### config.mk
export PLATFORM = sky130hd
export DESIGN_NAME = mem_controller_ldst
export DESIGN_NICKNAME = d
export VERILOG_FILES = /design/src/rtl/mc_pkg.sv /design/src/rtl/mc_arbiter.sv /design/src/rtl/mem_controller_ldst.sv
export SDC_FILE = /design/constraint.sdc
export NUM_CORES = 1
export LEC_CHECK = 0
export ABC_AREA = 1
export BUFFER_PORTS_ARGS = -buffer_cell sky130_fd_sc_hd__buf_4
export CORE_MARGIN = 2
export CORE_UTILIZATION = 43
export CTS_CLUSTER_SIZE = 24
export DETAILED_ROUTE_END_ITERATION = 10
export MAX_ROUTING_LAYER = met4
export PLACE_DENSITY = 0.82
export SYNTH_ARGS = -nofsm -noshare
export SYNTH_HDL_FRONTEND = slang
export SYNTH_SLANG_ARGS = --single-unit
export TNS_END_PERCENT = 5
### constraint.sdc
create_clock -name clk -period 2.4 [get_ports clk]
set_input_delay 0.24 -clock clk [delete_from_list [all_inputs] [get_ports clk]]
set_output_delay 0.24 -clock clk [all_outputs]
set_load 0.01 [all_outputs]
### src/rtl/mc_pkg.sv
`default_nettype none
// ============================================================================
// Module      : mc_pkg
// Description : Shared types and constants for the load/store memory
//               controller: control FSM state encoding, BRAM read latency
//               and a helper for sizing arbiter priority pointers.
// Revision    : 1.0 - initial release
// ============================================================================
package mc_pkg;

    // Control FSM states, explicitly 2 bits wide
    typedef enum logic [1:0] {
        IDLE  = 2'd0,
        RUN   = 2'd1,
        DRAIN = 2'd2,
        DONE  = 2'd3
    } mcState_t;

    // Cycles from loadEn to valid loadData at the BRAM port
    localparam int BRAM_LATENCY = 1;

    // Pointer width for an arbiter of a given size; never below one bit so
    // single-port arbiters still have a legal register.
    function automatic int ptrWidth(input int size);
        return (size > 1) ? $clog2(size) : 1;
    endfunction

endpackage
`default_nettype wire

### src/rtl/mc_arbiter.sv
`default_nettype none
// ============================================================================
// Module      : mc_arbiter
// Description : One-hot arbiter. The scan for a requester starts at the
//               priority pointer and wraps. With MC_ROUND_ROBIN_EN defined the
//               pointer moves to the port after each winner; otherwise the
//               pointer stays at port 0, giving fixed lowest-index priority.
// Ports       : clk   - clock
//               rst   - asynchronous reset, active low
//               req   - request vector (SIZE bits)
//               grant - one-hot grant vector (SIZE bits), combinational
// Config      : MC_ROUND_ROBIN_EN (optional macro)
// Revision    : 1.0 - initial release
// ============================================================================
module mc_arbiter
    import mc_pkg::*;
#(
    parameter int SIZE = 1
)(
    input  logic            clk,
    input  logic            rst,
    input  logic [SIZE-1:0] req,
    output logic [SIZE-1:0] grant
);

    localparam int PTR_W = ptrWidth(SIZE);

    logic [PTR_W-1:0] r_ptr;
    logic [PTR_W-1:0] w_ptrNext;
    logic             w_any;

    always_comb begin
        int idx;
        idx   = 0;
        grant = '0;
        w_any = 1'b0;
`ifdef MC_ROUND_ROBIN_EN
        w_ptrNext = r_ptr;
`else
        w_ptrNext = '0;
`endif
        for (int i = 0; i < SIZE; i++) begin
            idx = (int'(r_ptr) + i) % SIZE;
            if (!w_any && req[idx]) begin
                w_any      = 1'b1;
                grant[idx] = 1'b1;
`ifdef MC_ROUND_ROBIN_EN
                w_ptrNext  = (idx == SIZE - 1) ? '0 : PTR_W'(idx + 1);
`endif
            end
        end
    end

    always_ff @(posedge clk or negedge rst) begin
        if (!rst) begin
            r_ptr <= '0;
        end else begin
            r_ptr <= w_ptrNext;
        end
    end

endmodule
`default_nettype wire

### src/rtl/mem_controller_ldst.sv
`default_nettype none
// ============================================================================
// Module      : mem_controller_ldst
// Description : Load/store memory controller in front of a single-port-pair
//               BRAM. Stores are arbitrated and forwarded combinationally;
//               loads are arbitrated, issued combinationally and their
//               results parked in a one-entry slot per load port. A store
//               counter (credited by ctrl channels, debited per store) and a
//               slot-occupancy check decide when the run may end.
// Ports       : clk, rst                      - clock, async active-low reset
//               memStart_valid/_ready          - start handshake
//               memEnd_valid/_ready            - end handshake
//               ctrlEnd_valid/_ready           - "no more requests" handshake
//               ctrl, ctrl_valid, ctrl_ready   - store-count credits
//               ldAddr*, ldData*               - load request / result ports
//               stAddr*, stData*               - store request ports
//               loadData, loadEn, loadAddr     - BRAM read port
//               storeEn, storeAddr, storeData  - BRAM write port
// Config      : MC_ROUND_ROBIN_EN selects round-robin arbitration (default
//               fixed priority, lowest index wins)
// Revision    : 1.0 - initial release
// ============================================================================
module mem_controller_ldst
    import mc_pkg::*;
#(
    parameter int NUM_CONTROLS = 1,
    parameter int NUM_LOADS    = 1,
    parameter int NUM_STORES   = 1,
    parameter int DATA_TYPE    = 32,
    parameter int ADDR_TYPE    = 32,
    parameter int CTRL_TYPE    = 32,
    parameter int COUNTER_TYPE = 32
)(
    input  logic                              clk,
    input  logic                              rst,

    input  logic                              memStart_valid,
    output logic                              memStart_ready,
    output logic                              memEnd_valid,
    input  logic                              memEnd_ready,
    input  logic                              ctrlEnd_valid,
    output logic                              ctrlEnd_ready,

    input  logic [NUM_CONTROLS*CTRL_TYPE-1:0] ctrl,
    input  logic [NUM_CONTROLS-1:0]           ctrl_valid,
    output logic [NUM_CONTROLS-1:0]           ctrl_ready,

    input  logic [NUM_LOADS*ADDR_TYPE-1:0]    ldAddr,
    input  logic [NUM_LOADS-1:0]              ldAddr_valid,
    output logic [NUM_LOADS-1:0]              ldAddr_ready,
    output logic [NUM_LOADS*DATA_TYPE-1:0]    ldData,
    output logic [NUM_LOADS-1:0]              ldData_valid,
    input  logic [NUM_LOADS-1:0]              ldData_ready,

    input  logic [NUM_STORES*ADDR_TYPE-1:0]   stAddr,
    input  logic [NUM_STORES*DATA_TYPE-1:0]   stData,
    input  logic [NUM_STORES-1:0]             stAddr_valid,
    input  logic [NUM_STORES-1:0]             stData_valid,
    output logic [NUM_STORES-1:0]             stAddr_ready,
    output logic [NUM_STORES-1:0]             stData_ready,

    input  logic [DATA_TYPE-1:0]              loadData,
    output logic                              loadEn,
    output logic [ADDR_TYPE-1:0]              loadAddr,
    output logic                              storeEn,
    output logic [ADDR_TYPE-1:0]              storeAddr,
    output logic [DATA_TYPE-1:0]              storeData
);

    // ------------------------------------------------------------------
    // Declarations
    // ------------------------------------------------------------------
    mcState_t                r_state;
    mcState_t                w_stateNext;

    logic [COUNTER_TYPE-1:0] r_count;
    logic [COUNTER_TYPE-1:0] w_ctrlSum;
    logic [COUNTER_TYPE-1:0] w_countNext;

    logic [NUM_STORES-1:0]   w_stReq;
    logic [NUM_STORES-1:0]   w_stGrant;

    logic [NUM_LOADS-1:0]    w_ldReq;
    logic [NUM_LOADS-1:0]    w_ldGrant;
    logic [NUM_LOADS-1:0]    r_slotBusy;
    logic [NUM_LOADS-1:0]    r_slotValid;
    logic [NUM_LOADS-1:0]    w_busyNext;
    logic [NUM_LOADS-1:0]    w_consume;
    logic [NUM_LOADS-1:0]    w_capture;
    logic [NUM_LOADS-1:0]    r_rdPipe [BRAM_LATENCY];

    // ------------------------------------------------------------------
    // Store path: both halves of a port must be valid to compete. Requests
    // are masked while reset is held so the BRAM sees no writes.
    // ------------------------------------------------------------------
    assign w_stReq = stAddr_valid & stData_valid & {NUM_STORES{rst}};

    mc_arbiter #(
        .SIZE  (NUM_STORES)
    ) u_stArb (
        .clk   (clk),
        .rst   (rst),
        .req   (w_stReq),
        .grant (w_stGrant)
    );

    always_comb begin
        storeEn   = |w_stGrant;
        storeAddr = '0;
        storeData = '0;
        for (int s = 0; s < NUM_STORES; s++) begin
            if (w_stGrant[s]) begin
                storeAddr = stAddr[s*ADDR_TYPE +: ADDR_TYPE];
                storeData = stData[s*DATA_TYPE +: DATA_TYPE];
            end
        end
    end

    assign stAddr_ready = w_stGrant;
    assign stData_ready = w_stGrant;

    // ------------------------------------------------------------------
    // Load path: a port may issue only while its result slot is free, so
    // each port has at most one read in flight.
    // ------------------------------------------------------------------
    assign w_ldReq = ldAddr_valid & ~r_slotBusy & {NUM_LOADS{rst}};

    mc_arbiter #(
        .SIZE  (NUM_LOADS)
    ) u_ldArb (
        .clk   (clk),
        .rst   (rst),
        .req   (w_ldReq),
        .grant (w_ldGrant)
    );

    always_comb begin
        loadEn   = |w_ldGrant;
        loadAddr = '0;
        for (int l = 0; l < NUM_LOADS; l++) begin
            if (w_ldGrant[l]) begin
                loadAddr = ldAddr[l*ADDR_TYPE +: ADDR_TYPE];
            end
        end
    end

    assign ldAddr_ready = w_ldGrant;
    assign w_consume    = r_slotValid & ldData_ready;
    assign w_capture    = r_rdPipe[BRAM_LATENCY-1];
    // A grant and a consume can never hit the same port in one cycle:
    // granting needs a free slot, consuming needs an occupied one.
    assign w_busyNext   = (r_slotBusy | w_ldGrant) & ~w_consume;
    assign ldData_valid = r_slotValid;

    // Grant vector delayed by the BRAM latency marks which slot owns the
    // data currently on loadData.
    always_ff @(posedge clk or negedge rst) begin
        if (!rst) begin
            for (int k = 0; k < BRAM_LATENCY; k++) begin
                r_rdPipe[k] <= '0;
            end
            r_slotBusy  <= '0;
            r_slotValid <= '0;
        end else begin
            r_rdPipe[0] <= w_ldGrant;
            for (int k = 1; k < BRAM_LATENCY; k++) begin
                r_rdPipe[k] <= r_rdPipe[k-1];
            end
            r_slotBusy  <= w_busyNext;
            r_slotValid <= (r_slotValid | w_capture) & ~w_consume;
        end
    end

    generate
        for (genvar p = 0; p < NUM_LOADS; p++) begin : g_slot
            logic [DATA_TYPE-1:0] r_data;

            // Payload needs no reset; r_slotValid qualifies it.
            always_ff @(posedge clk) begin
                if (w_capture[p]) begin
                    r_data <= loadData;
                end
            end

            assign ldData[p*DATA_TYPE +: DATA_TYPE] = r_data;
        end
    endgenerate

    // ------------------------------------------------------------------
    // Store counter: every credit and the store debit of a cycle are folded
    // into one modular update.
    // ------------------------------------------------------------------
    assign ctrl_ready = {NUM_CONTROLS{rst}};

    always_comb begin
        w_ctrlSum = '0;
        for (int c = 0; c < NUM_CONTROLS; c++) begin
            if (ctrl_valid[c]) begin
                w_ctrlSum = w_ctrlSum + COUNTER_TYPE'(ctrl[c*CTRL_TYPE +: CTRL_TYPE]);
            end
        end
        w_countNext = r_count + w_ctrlSum - COUNTER_TYPE'(storeEn);
    end

    always_ff @(posedge clk or negedge rst) begin
        if (!rst) begin
            r_count <= '0;
        end else begin
            r_count <= w_countNext;
        end
    end

    // ------------------------------------------------------------------
    // Control FSM
    // ------------------------------------------------------------------
    always_ff @(posedge clk or negedge rst) begin
        if (!rst) begin
            r_state <= IDLE;
        end else begin
            r_state <= w_stateNext;
        end
    end

    // DRAIN looks at the post-update counter and slot occupancy so that the
    // final store or final consume of the run moves the FSM to DONE in the
    // very next cycle.
    always_comb begin
        w_stateNext = r_state;
        case (r_state)
            IDLE:    if (memStart_valid) w_stateNext = RUN;
            RUN:     if (ctrlEnd_valid)  w_stateNext = DRAIN;
            DRAIN:   if ((w_countNext == '0) && (ctrl_valid == '0) &&
                         (w_busyNext == '0)) w_stateNext = DONE;
            DONE:    if (memEnd_ready)   w_stateNext = IDLE;
            default: w_stateNext = IDLE;
        endcase
    end

    always_comb begin
        memStart_ready = 1'b0;
        ctrlEnd_ready  = 1'b0;
        memEnd_valid   = 1'b0;
        case (r_state)
            IDLE:    memStart_ready = 1'b1;
            RUN:     ctrlEnd_ready  = 1'b1;
            DONE:    memEnd_valid   = 1'b1;
            default: ;
        endcase
    end

endmodule
`default_nettype wire

==> results of run 1 <==
==> placed cells by master (no fill, tap or decap), types with 2 or more instances in the layout <==
| master | n |
|---|---|
| inv_1 | 295 |
| dfrtp_1 | 37 |
| ha_2 | 2 |
| xor2_1 | 4 |
| nand4_1 | 7 |
| xnor2_1 | 2 |
| nand2_2 | 60 |
| ha_1 | 38 |
| a21oi_2 | 8 |
| buf_6 | 2 |
| nand2_1 | 224 |
| xnor2_2 | 4 |
| inv_2 | 19 |
| edfxtp_1 | 32 |
| buf_12 | 2 |
| clkbuf_16 | 10 |
| nand3b_1 | 3 |
| nand3_1 | 26 |
| clkinv_4 | 3 |
| o21ai_0 | 4 |
| nor2_2 | 21 |
| a21oi_1 | 7 |
| nand3_4 | 5 |
| nand3_2 | 11 |
| nand2_4 | 9 |
| ha_4 | 25 |
| nor2_1 | 129 |
| nor2_4 | 11 |
| buf_4 | 402 |
==> cell type report <==
class,instances,share of cell area (%)
Clock inverter,6,0.447
Multi-Input combinational cell,612,37.2
Tap cell,184,2.16
Clock buffer,10,2.15
Timing Repair Buffer,407,29.2
Sequential cell,69,17.7
Inverter,315,11.1
==> final timing paths <==
kind	endpoint	startpoint	cells past startpoint	slack (ns)
worst max-delay path	r_state[0]$_DFFE_PN0P_	r_count[23]$_DFF_PN0_	20	-0.30
worst min-delay path	ldData[8]$_DFFE_PP_	loadData[8]	1	0.06
worst max register to register	r_state[0]$_DFFE_PN0P_	r_count[23]$_DFF_PN0_	20	-0.30
worst min register to register	r_count[0]$_DFF_PN0_	r_count[0]$_DFF_PN0_	1	0.53
max in group asynchronous	r_count[31]$_DFF_PN0_	rst	3	1.82
min in group asynchronous	r_count[17]$_DFF_PN0_	rst	3	0.18
==> power breakdown <==
group | internal, mW | switching (mW)
combinational | 6.00 | 7.31
sequential | 1.70 | 0.129
clock | 0.708 | 0.585
==> routing by layer <==
layer	GRT usage (%)	up-vias
met1	39.3	3453
met3	5.01	61
met2	53.1	340
met5	-	-
met4	17.6	0
li1	-	3722
==> metrics by stage <==
stage,hold WS [ns],TNS [ns]
floorplan,-0.0556,-0.223
global placement,0.418,-1.99
detailed placement,0.419,-2.34
CTS,0.0611,-0.597
global route,0.0553,-0.934
finish,0.0641,-0.602
==> registers in the layout, indices dropped and copies added, names as in the netlist <==
register / cells
r_slotBusy: 1
r_count: 32
ldData: 32
r_rdPipe: 1
r_state: 2
ldData_valid: 1
==> repair_timing <==
item,CTS,global route
pin swaps,15,42
hold buffers,0,0
endpoints found under the setup margin,2,4
resized for setup,21,114
buffers inserted,2,8
gates cloned,0,1
==> logic make-up (layout without fill, tap and decap cells) <==
| logic type | after synthesis | count (layout) | share of synthesized area (%) |
|---|---|---|---|
| simple gates | 510 | 510 | 33.7 |
| buf+inv | 333 | 738 | 19.9 |
| flops | 69 | 69 | 29.6 |
| fa+ha+maj | 66 | 66 | 13.1 |
| compound gates | 25 | 25 | 2.12 |
| xor+xnor | 11 | 11 | 1.63 |
==> synthesized netlist by cell type <==
| cell type | count |
|---|---|
| nand3b_1 | 3 |
| nor3_1 | 1 |
| clkbuf_1 | 12 |
| nor2_2 | 11 |
| nand2_2 | 18 |
| buf_4 | 4 |
| o21bai_1 | 1 |
| nor2_4 | 3 |
| inv_1 | 314 |
| a21oi_1 | 16 |
| edfxtp_1 | 32 |
| o21ai_0 | 5 |
| or2_2 | 1 |
| fa_1 | 1 |
| nand3b_4 | 1 |
| inv_2 | 1 |
| nor2_1 | 147 |
| nand4_1 | 7 |
| a31oi_1 | 1 |
| o21a_1 | 1 |
| xor2_2 | 1 |
| xor2_1 | 4 |
| nand3_1 | 36 |
| or2_1 | 1 |
| buf_1 | 2 |
| a221oi_1 | 1 |
| nand3_2 | 6 |
| ha_1 | 65 |
| dfrtp_1 | 37 |
| xnor2_1 | 6 |
| nand2_1 | 275 |
==> results.yml, run 1 <==
status:
  status: "finished with violations"
  violations: "setup timing"
placed_design:
  dp_slack_ns: -0.684
  dp_cells: 1576
  io_buffers: 307
  dpl_cell_area_sq_um: 9720
  place.gp.congestion: 1.04
  hpwl_um: 21300
sta:
  rsz0062_at_grt: "true"
  clock_skew_ns: 0.00725
  slew_headroom_pct: 59.6
  slew_violations: 0
  hold_viol_final: 0
  finalSetupViolCount: 2
  period_share_pct: 113
  tightest_slew_ns: 0.606
  setup_slack_ns: -0.305
  fmax_mhz: 370
  min_period_ns: 2.70
floorplan:
  start_util_pct: 44.0
  die_area_sq_um: 15800
  core_area_sq_um: 14500
  fp-row-count: 44
  die_x_um: 126
  pin_count: 308
  fp.dieH_um: 126
cells_and_area:
  final-instance-count-excl-fill: 1603
  drive_gt1_share_pct: 42.5
  area_growth_pct: 67.0
  fin_util_pct: 73.5
  finalNetCount: 1650
  multi_input_area_sq_um: 3950
  nFillCells: 1152
  antenna_cells: 0
  design_area_sq_um: 10600
  seq_area_sq_um: 1890
detailed_routing:
  dr_total_vias: 7576
  dr.pass1.iters: 5
  routed_wl_um: 26300
  wl_met3_um: 1950
  routed_via_density: 4.73
  wl_met2_um: 12500
  wl_met1_um: 10200
  drt_iter0_drc: 559
  drc: 0
  wl_per_cell_um: 16.4
  top_layer: "met4"
  ant_nets: 0
grt:
  grtUsageTotal_pct: 32.8
  grt_pass1_wl_um: 38000
  antenna_found_initial: 0
  first_global_vias: 7127
  grt_max_degree: 65
  grt_overflow_total: 0
critical_path:
  cp-start-kind: "register"
  cpMaxStageDelayCell: "dfrtp_1"
  critPathCaptureType: "register"
  crit_chain: "inv_1 -> ha_1 -> inv_1 -> ha_4 -> a21oi_2 -> nand2_1 -> nand2_1 -> nand2_1 -> a21oi_2 -> nand2_1 -> nand2_1 -> nand2_2 -> nor2_1 -> nand2_1 -> nor2_1 -> nand3_2 -> nand2_2 -> nand2_2 -> nand2_1 -> nand2_1"
  critPathMaxStageDelay_ns: 0.33
  cp_top_family: "simple AND/OR/NAND/NOR gates"
  crit_required_ns: 2.64
  critPathBufInv: 2
  cp_common_cell: "nand2_1"
  path_max_fanout: 4
  crit_arrival_ns: 2.95
  path_class: "reg2reg"
clock_network:
  cts_made_buffers: 9
  cts_buffer_depth: 2
  clkSinkCount: 69
  htreeDepth: 3
  clock_latency_ns: 0.35
  cts_root_buffer: "clkbuf_16"
  clk_pin_slew_ns: 0.06
  cts_tree: "built"
worst_hold_path:
  min_path_type: "in2reg"
yosys:
  syn-num-nets: 1250
  ys_ff_latch: 69
  syn_area_sq_um: 6370
  ys_seq_area_share_pct: 29.6
  synth_largest_area_cell: "inv_1"
  synth_top_area_share_pct: 18.5
  syn-mean-instance-area_sq_um: 6.28
  synth_area_leaders: "inv_1, nand2_1, edfxtp_1"
  yosysWarnings: 0
  syn_inst: 1014
  synth_cell_types: 31
job:
  cap_violations: 0
power_and_ir_drop:
  powerDensity_nw_per_um2: 1540
  ir_drop_v: 0.000803
  power.total_mw: 16.4
  leakagePower_nw: 6.35
Power figures use the tool's default switching activity.
==> run 2, diff against run 1 <==
--- a/config.mk
+++ b/config.mk
@@ -13,6 +13,7 @@
 export DETAILED_ROUTE_END_ITERATION = 10
 export MAX_ROUTING_LAYER = met4
 export PLACE_DENSITY = 0.82
+export REMOVE_ABC_BUFFERS = 1
 export SYNTH_ARGS = -nofsm -noshare
 export SYNTH_HDL_FRONTEND = slang
 export SYNTH_SLANG_ARGS = --single-unit
==> run 2 against run 1 <==
The run still ends with setup timing left. Register-to-register slack gained 0.05 ns. Sequential power is essentially flat. Sequential cell count is the same. Final cell count shrank 1.4%. Utilization shrank 1.1 points. Global-route usage shrank 4.3 points. Via count shrank 1.7%. Worst setup slack gained 0.047 ns. Die area is the same. First-iteration DRC count grew 16%. Clock power grew 7%. Combinational power shrank 3%. Critical path type unchanged. Highest routed layer unchanged.
==> results.yml, run 2 (synthesized netlist as in run 1, its figures left out) <==
status:
  status: "finished with violations"
  violations: "setup timing"
clock_network:
  cts_root_buffer: "clkbuf_16"
  clock_latency_ns: 0.35
  cts_made_buffers: 9
  clkSinkCount: 69
  cts_buffer_depth: 2
  htreeDepth: 3
  clk_pin_slew_ns: 0.06
  cts_tree: "built"
floorplan:
  core_area_sq_um: 14500
  start_util_pct: 44.0
  pin_count: 308
  fp-row-count: 44
  fp.dieH_um: 126
  die_area_sq_um: 15800
  die_x_um: 126
critical_path:
  path_class: "reg2reg"
  crit_required_ns: 2.64
  path_max_fanout: 4
  cp_common_cell: "nand2_1"
  cp_top_family: "simple AND/OR/NAND/NOR gates"
  critPathCaptureType: "register"
  critPathBufInv: 2
  cp-start-kind: "register"
  crit_arrival_ns: 2.90
  critPathMaxStageDelay_ns: 0.32
  crit_chain: "inv_1 -> ha_1 -> inv_1 -> ha_4 -> nand2_4 -> nor2_4 -> nand3_1 -> nand3_4 -> xnor2_1 -> nand2_1 -> nor2_1 -> nand2_1 -> nor2_4 -> nand3_2 -> nand2_2 -> nand2_2 -> nand2_1 -> nand2_1"
  cpMaxStageDelayCell: "dfrtp_1"
power_and_ir_drop:
  ir_drop_v: 0.000677
  power.total_mw: 16.1
  leakagePower_nw: 6.26
  powerDensity_nw_per_um2: 1540
cells_and_area:
  drive_gt1_share_pct: 40.8
  area_growth_pct: 64.5
  finalNetCount: 1628
  design_area_sq_um: 10500
  final_cell_mix: "buf_4, inv_1, nand2_1"
  antenna_cells: 0
  final_common_cell: "buf_4"
grt:
  grt_max_degree: 65
  grt_overflow_total: 0
  grt_pass1_wl_um: 34900
  antenna_found_initial: 0
  first_global_vias: 7185
  grtUsageTotal_pct: 28.4
detailed_routing:
  routed_wl_um: 23200
  wl_per_cell_um: 14.6
  ant_nets: 0
  routed_via_density: 4.71
  dr_total_vias: 7450
  dr.pass1.iters: 5
  drt_iter0_drc: 648
  drc: 0
sta:
  fmax_mhz: 376
  finalSetupViolCount: 2
  min_period_ns: 2.66
  clock_skew_ns: 0.00694
  slew_headroom_pct: 57.4
  whs_ns: 0.0363
  period_share_pct: 111
  slew_violations: 0
  tightest_slew_ns: 0.639
  hold_viol_final: 0
  setup_slack_ns: -0.258
  rsz0062_at_grt: "true"
placed_design:
  hpwl_um: 17800
  io_buffers: 307
  dp_slack_ns: -0.835
  place.gp.congestion: 1.01
  dpl_cell_area_sq_um: 9400
job:
  cap_violations: 0
worst_hold_path:
  min_path_type: "in2async"
[run 2: cell types whose count changed in the layout (fill, tap and decap cells not counted), sizes merged]
cell,change
clkbuf,-1
clkinvlp,+1
bufinv,+1
clkinv,-3
dlygate4sd3,+1
buf,-22
inv,+1
[run 2: per-layer routing]
metal | vias to the layer above | global-route usage (%) | wire [um]
met1 | 3356 | 34.9 | 9330
met5 | - | - | 0
li1 | 3669 | - | -
met4 | 0 | 8.04 | 697
met2 | 357 | 47.2 | 11300
met3 | 68 | 6.29 | 1870
[run 2: final cells by class]
type / count / area, sq um
well taps: 184 / 230
fillers: 1119 / 4000
clock inverters: 6 / 71.3
clock buffers: 10 / 229
inverters: 315 / 1180
flip-flops and latches: 69 / 1890
multi-input cells: 612 / 3970
repair buffers: 385 / 2910
[run 2: metrics by stage]
step	util (%)	instances	setup TNS (ns)
2_1_floorplan	-	996	-33.67
4_1_cts	68.4	1581	-0.565
6_report	72.4	1581	-0.515
3_3_place_gp	64.9	1563	-4.43
3_5_place_dp	64.9	1563	-4.85
5_1_grt	72.4	1581	-0.937
[run 2: worst paths after layout]
| check | end | slack (ns) | depth (start not counted) | from |
|---|---|---|---|---|
| min in group clk | ldData[26]$_DFFE_PP_ | 0.07 | 1 | loadData[26] |
| hold / removal | r_count[31]$_DFF_PN0_ | 0.04 | 2 | rst |
| max in group asynchronous | r_count[10]$_DFF_PN0_ | 1.88 | 2 | rst |
| setup / recovery | r_state[0]$_DFFE_PN0P_ | -0.26 | 18 | r_count[7]$_DFF_PN0_ |
| setup reg to reg | r_state[0]$_DFFE_PN0P_ | -0.26 | 18 | r_count[7]$_DFF_PN0_ |
| hold reg to reg | r_slotBusy$_DFF_PN0_ | 0.54 | 2 | r_slotBusy$_DFF_PN0_ |
[run 2: repair_timing]
action	in CTS	in global routing
endpoints found under the setup margin	2	8
pin swaps	15	37
gates resized for setup	36	132
buffers inserted	1	0
hold endpoints to repair	3	0
hold buffers	1	0
[run 2: power by group]
group          switching (mW)  internal (mW)
Combinational            7.17           5.78
Sequential              0.125           1.70
Clock                   0.567          0.814
==> run 3, diff against run 2 <==
--- a/config.mk
+++ b/config.mk
@@ -5,14 +5,13 @@
 export SDC_FILE = /design/constraint.sdc
 export NUM_CORES = 1
 export LEC_CHECK = 0
-export ABC_AREA = 1
 export BUFFER_PORTS_ARGS = -buffer_cell sky130_fd_sc_hd__buf_4
 export CORE_MARGIN = 2
-export CORE_UTILIZATION = 43
+export CORE_UTILIZATION = 42
 export CTS_CLUSTER_SIZE = 24
 export DETAILED_ROUTE_END_ITERATION = 10
 export MAX_ROUTING_LAYER = met4
-export PLACE_DENSITY = 0.82
+export PLACE_DENSITY = 0.83
 export REMOVE_ABC_BUFFERS = 1
 export SYNTH_ARGS = -nofsm -noshare
 export SYNTH_HDL_FRONTEND = slang
==> run 3 against run 2 <==
The run still ends with setup timing left. Synthesized area down 9.6%. Via count fell by 8.5%. Worst setup slack worse by 1.2 ns. Final cell count down 19%. Sequential share of layout area is 0.62 points higher. Non-clock buffer count grew 77. Register-to-register slack worse by 1.2 ns. Clock skew is essentially flat. Global-route usage grew 0.91 points. Largest cell class unchanged.
==> results.yml, run 3 <==
sta:
  hold_viol_final: 0
  clock_skew_ns: 0.00647
  tightest_slew_ns: 0.576
  slew_violations: 0
  slew_headroom_pct: 61.4
  period_share_pct: 160
  finalSetupViolCount: 23
  rsz0062_at_grt: "true"
  setup_slack_ns: -1.44
  min_period_ns: 3.84
  fmax_mhz: 260
grt:
  grt_overflow_total: 0
  grtUsageMet1_pct: 35.7
  grt_pass1_wl_um: 32300
  grt_util_met2_pct: 47.3
  grtUsageTotal_pct: 29.3
  antenna_found_initial: 1
  first_global_vias: 6443
  grt_max_degree: 68
  grt_use_met3_pct: 8.74
  busiest_layer: "met2"
yosys:
  synth_common_cells: "inv_1, and2_1, nand2_1"
  dominantRegCellSynth: "dfrtp_1"
  synth_area_leaders: "edfxtp_1, dfrtp_1, ha_1"
  ys_seq_area_share_pct: 32.8
  async_flop_share_pct: 53.6
  yosysWarnings: 0
  synth_cell_types: 68
  synth_largest_area_cell: "edfxtp_1"
  ys_ff_latch: 69
  synth_edf_count: 32
  syn_inst: 665
  synth.most_common_cell: "inv_1"
  syn-mean-instance-area_sq_um: 8.66
  syn_area_sq_um: 5760
  synth_top_area_share_pct: 16.7
clock_network:
  clk_pin_slew_ns: 0.06
  clkSinkCount: 69
  cts_root_buffer: "clkbuf_16"
  cts_buffer_depth: 2
  clock_latency_ns: 0.35
  htreeDepth: 3
  cts_tree: "built"
  cts_made_buffers: 9
critical_path:
  r2r_cells: 16
  path_max_fanout: 3
  crit_chain: "inv_1 -> ha_1 -> inv_1 -> ha_4 -> a21o_1 -> buf_4 -> a31oi_1 -> a2bb2oi_2 -> buf_4 -> nand4_1 -> a31oi_1 -> xnor2_1 -> or4_4 -> nor4_4 -> nand4_1 -> o211ai_1"
  r2r_setup_slack_ns: -1.44
  r2r-end: "r_state[1]$_DFFE_PN0P_"
  crit_arrival_ns: 4.10
  cp-start-kind: "register"
  cpMaxStageDelayCell: "a31oi_1"
  r2r-start: "r_count[9]$_DFF_PN0_"
  path_class: "reg2reg"
  critPathMaxStageDelay_ns: 0.44
  critPathCaptureType: "register"
  crit_required_ns: 2.66
detailed_routing:
  wl_per_cell_um: 18.8
  dr_total_vias: 6817
  routed_via_density: 5.30
  drc: 0
  routed_wl_um: 24300
  ant_nets: 0
  dr.pass1.iters: 6
  drt_iter0_drc: 604
placed_design:
  hpwl_um: 17000
  place.gp.congestion: 0.928
  io_buffers: 307
  dp_cells: 1249
  dpl_cell_area_sq_um: 9110
cells_and_area:
  area_growth_pct: 75.9
  nFillCells: 835
  finalNetCount: 1341
  final_cell_mix: "buf_4, and2_1, inv_1"
  final_common_cell: "buf_4"
  design_area_sq_um: 10100
  final-instance-count-excl-fill: 1287
  drive_gt1_share_pct: 51.6
floorplan:
  die_area_sq_um: 14700
  pin_count: 308
  start_util_pct: 43.3
  die_x_um: 121
  fp-row-count: 42
  fp.dieH_um: 121
  core_area_sq_um: 13300
status:
  violations: "setup timing"
  status: "finished with violations"
power_and_ir_drop:
  powerDensity_nw_per_um2: 1730
  ir_drop_v: 0.000881
  leakagePower_nw: 5.19
job:
  cap_violations: 0
worst_hold_path:
  min_path_type: "in2async"
## run 3: cell type report
cell class | instances | area, sq um | share of cell area (%)
Antenna cell | 1 | 2.50 | 0.0247
Clock buffer | 9 | 225 | 2.22
Clock inverter | 7 | 56.3 | 0.556
Inverter | 100 | 375 | 3.71
Multi-Input combinational cell | 463 | 3870 | 38.2
Sequential cell | 69 | 1890 | 18.6
Tap cell | 176 | 220 | 2.17
Timing Repair Buffer | 462 | 3490 | 34.5
## run 3: worst max path at each step
stage | from | endpoint | cells past startpoint | slack [ns]
2_1_floorplan | rst | r_state[0]$_DFFE_PN0P_ | 14 | -2.14
3_3_place_gp | rst | r_state[0]$_DFFE_PN0P_ | 16 | -1.50
3_5_place_dp | rst | r_state[0]$_DFFE_PN0P_ | 17 | -1.59
4_1_cts | r_count[10]$_DFF_PN0_ | r_state[0]$_DFFE_PN0P_ | 14 | -1.35
5_1_grt | r_count[9]$_DFF_PN0_ | r_state[0]$_DFFE_PN0P_ | 16 | -1.59
6_report | r_count[9]$_DFF_PN0_ | r_state[1]$_DFFE_PN0P_ | 16 | -1.44
## run 3: logic make-up (layout without fill, tap and decap cells)
| kind of cell | after synthesis | count (layout) | share of synthesized area [%] |
|---|---|---|---|
| other cells | 0 | 1 | 0 |
| flops | 69 | 69 | 32.8 |
| simple gates | 250 | 250 | 24.1 |
| mux | 2 | 2 | 0.369 |
| compound gates | 118 | 118 | 14.3 |
| xor+xnor | 27 | 27 | 4.11 |
| fa+ha+maj | 66 | 66 | 14.5 |
| buf+inv | 133 | 578 | 9.89 |
## run 3: worst max-delay path: cells and delay by family (launching register included)
kind            cells  cell delay, ns
buf+inv             4            0.46
xor+xnor            1            0.13
compound gates      5            1.27
flops               1            0.39
simple gates        4            1.08
fa+ha+maj           2            0.42
## run 3: stage by stage
| stage | total power [mW] | setup WS [ns] | util [%] | hold WS, ns | TNS (ns) |
|---|---|---|---|---|---|
| finish | 17.5 | -1.44 | 76.2 | 0.0330 | -8.75 |
| CTS | 14.8 | -1.35 | 72.0 | 0.0389 | -7.34 |
| global placement | 12.4 | -1.50 | 68.5 | 0.396 | -12.21 |
| detailed placement | 12.7 | -1.59 | 68.5 | 0.394 | -13.24 |
| floorplan | 7.48 | -2.14 | - | -0.0556 | -22.36 |
| global route | 18.4 | -1.59 | 76.2 | 0.0618 | -10.49 |
## run 3: power breakdown
part	internal (mW)	switching, mW	total [mW]
combinational	7.33	7.12	14.5
sequential	1.67	0.128	1.80
clock	0.714	0.574	1.29
total	9.72	7.83	17.5
## run 3: routing by layer
| layer | vias up | routed length (um) | part of all wire, % |
|---|---|---|---|
| met5 | - | 0 | 0 |
| met4 | 0 | 885 | 3.6 |
| met3 | 85 | 2200 | 9.1 |
| met2 | 418 | 12000 | 49 |
| met1 | 3208 | 9190 | 38 |
| li1 | 3106 | - | - |
## run 3: repair_timing
item / CTS / global route
resized for setup: 30 / 74
cloned: 0 / 0
pin swaps: 25 / 46
hold buffers: 0 / 0
setup buffers: 2 / 19
setup endpoints to repair: 25 / 27
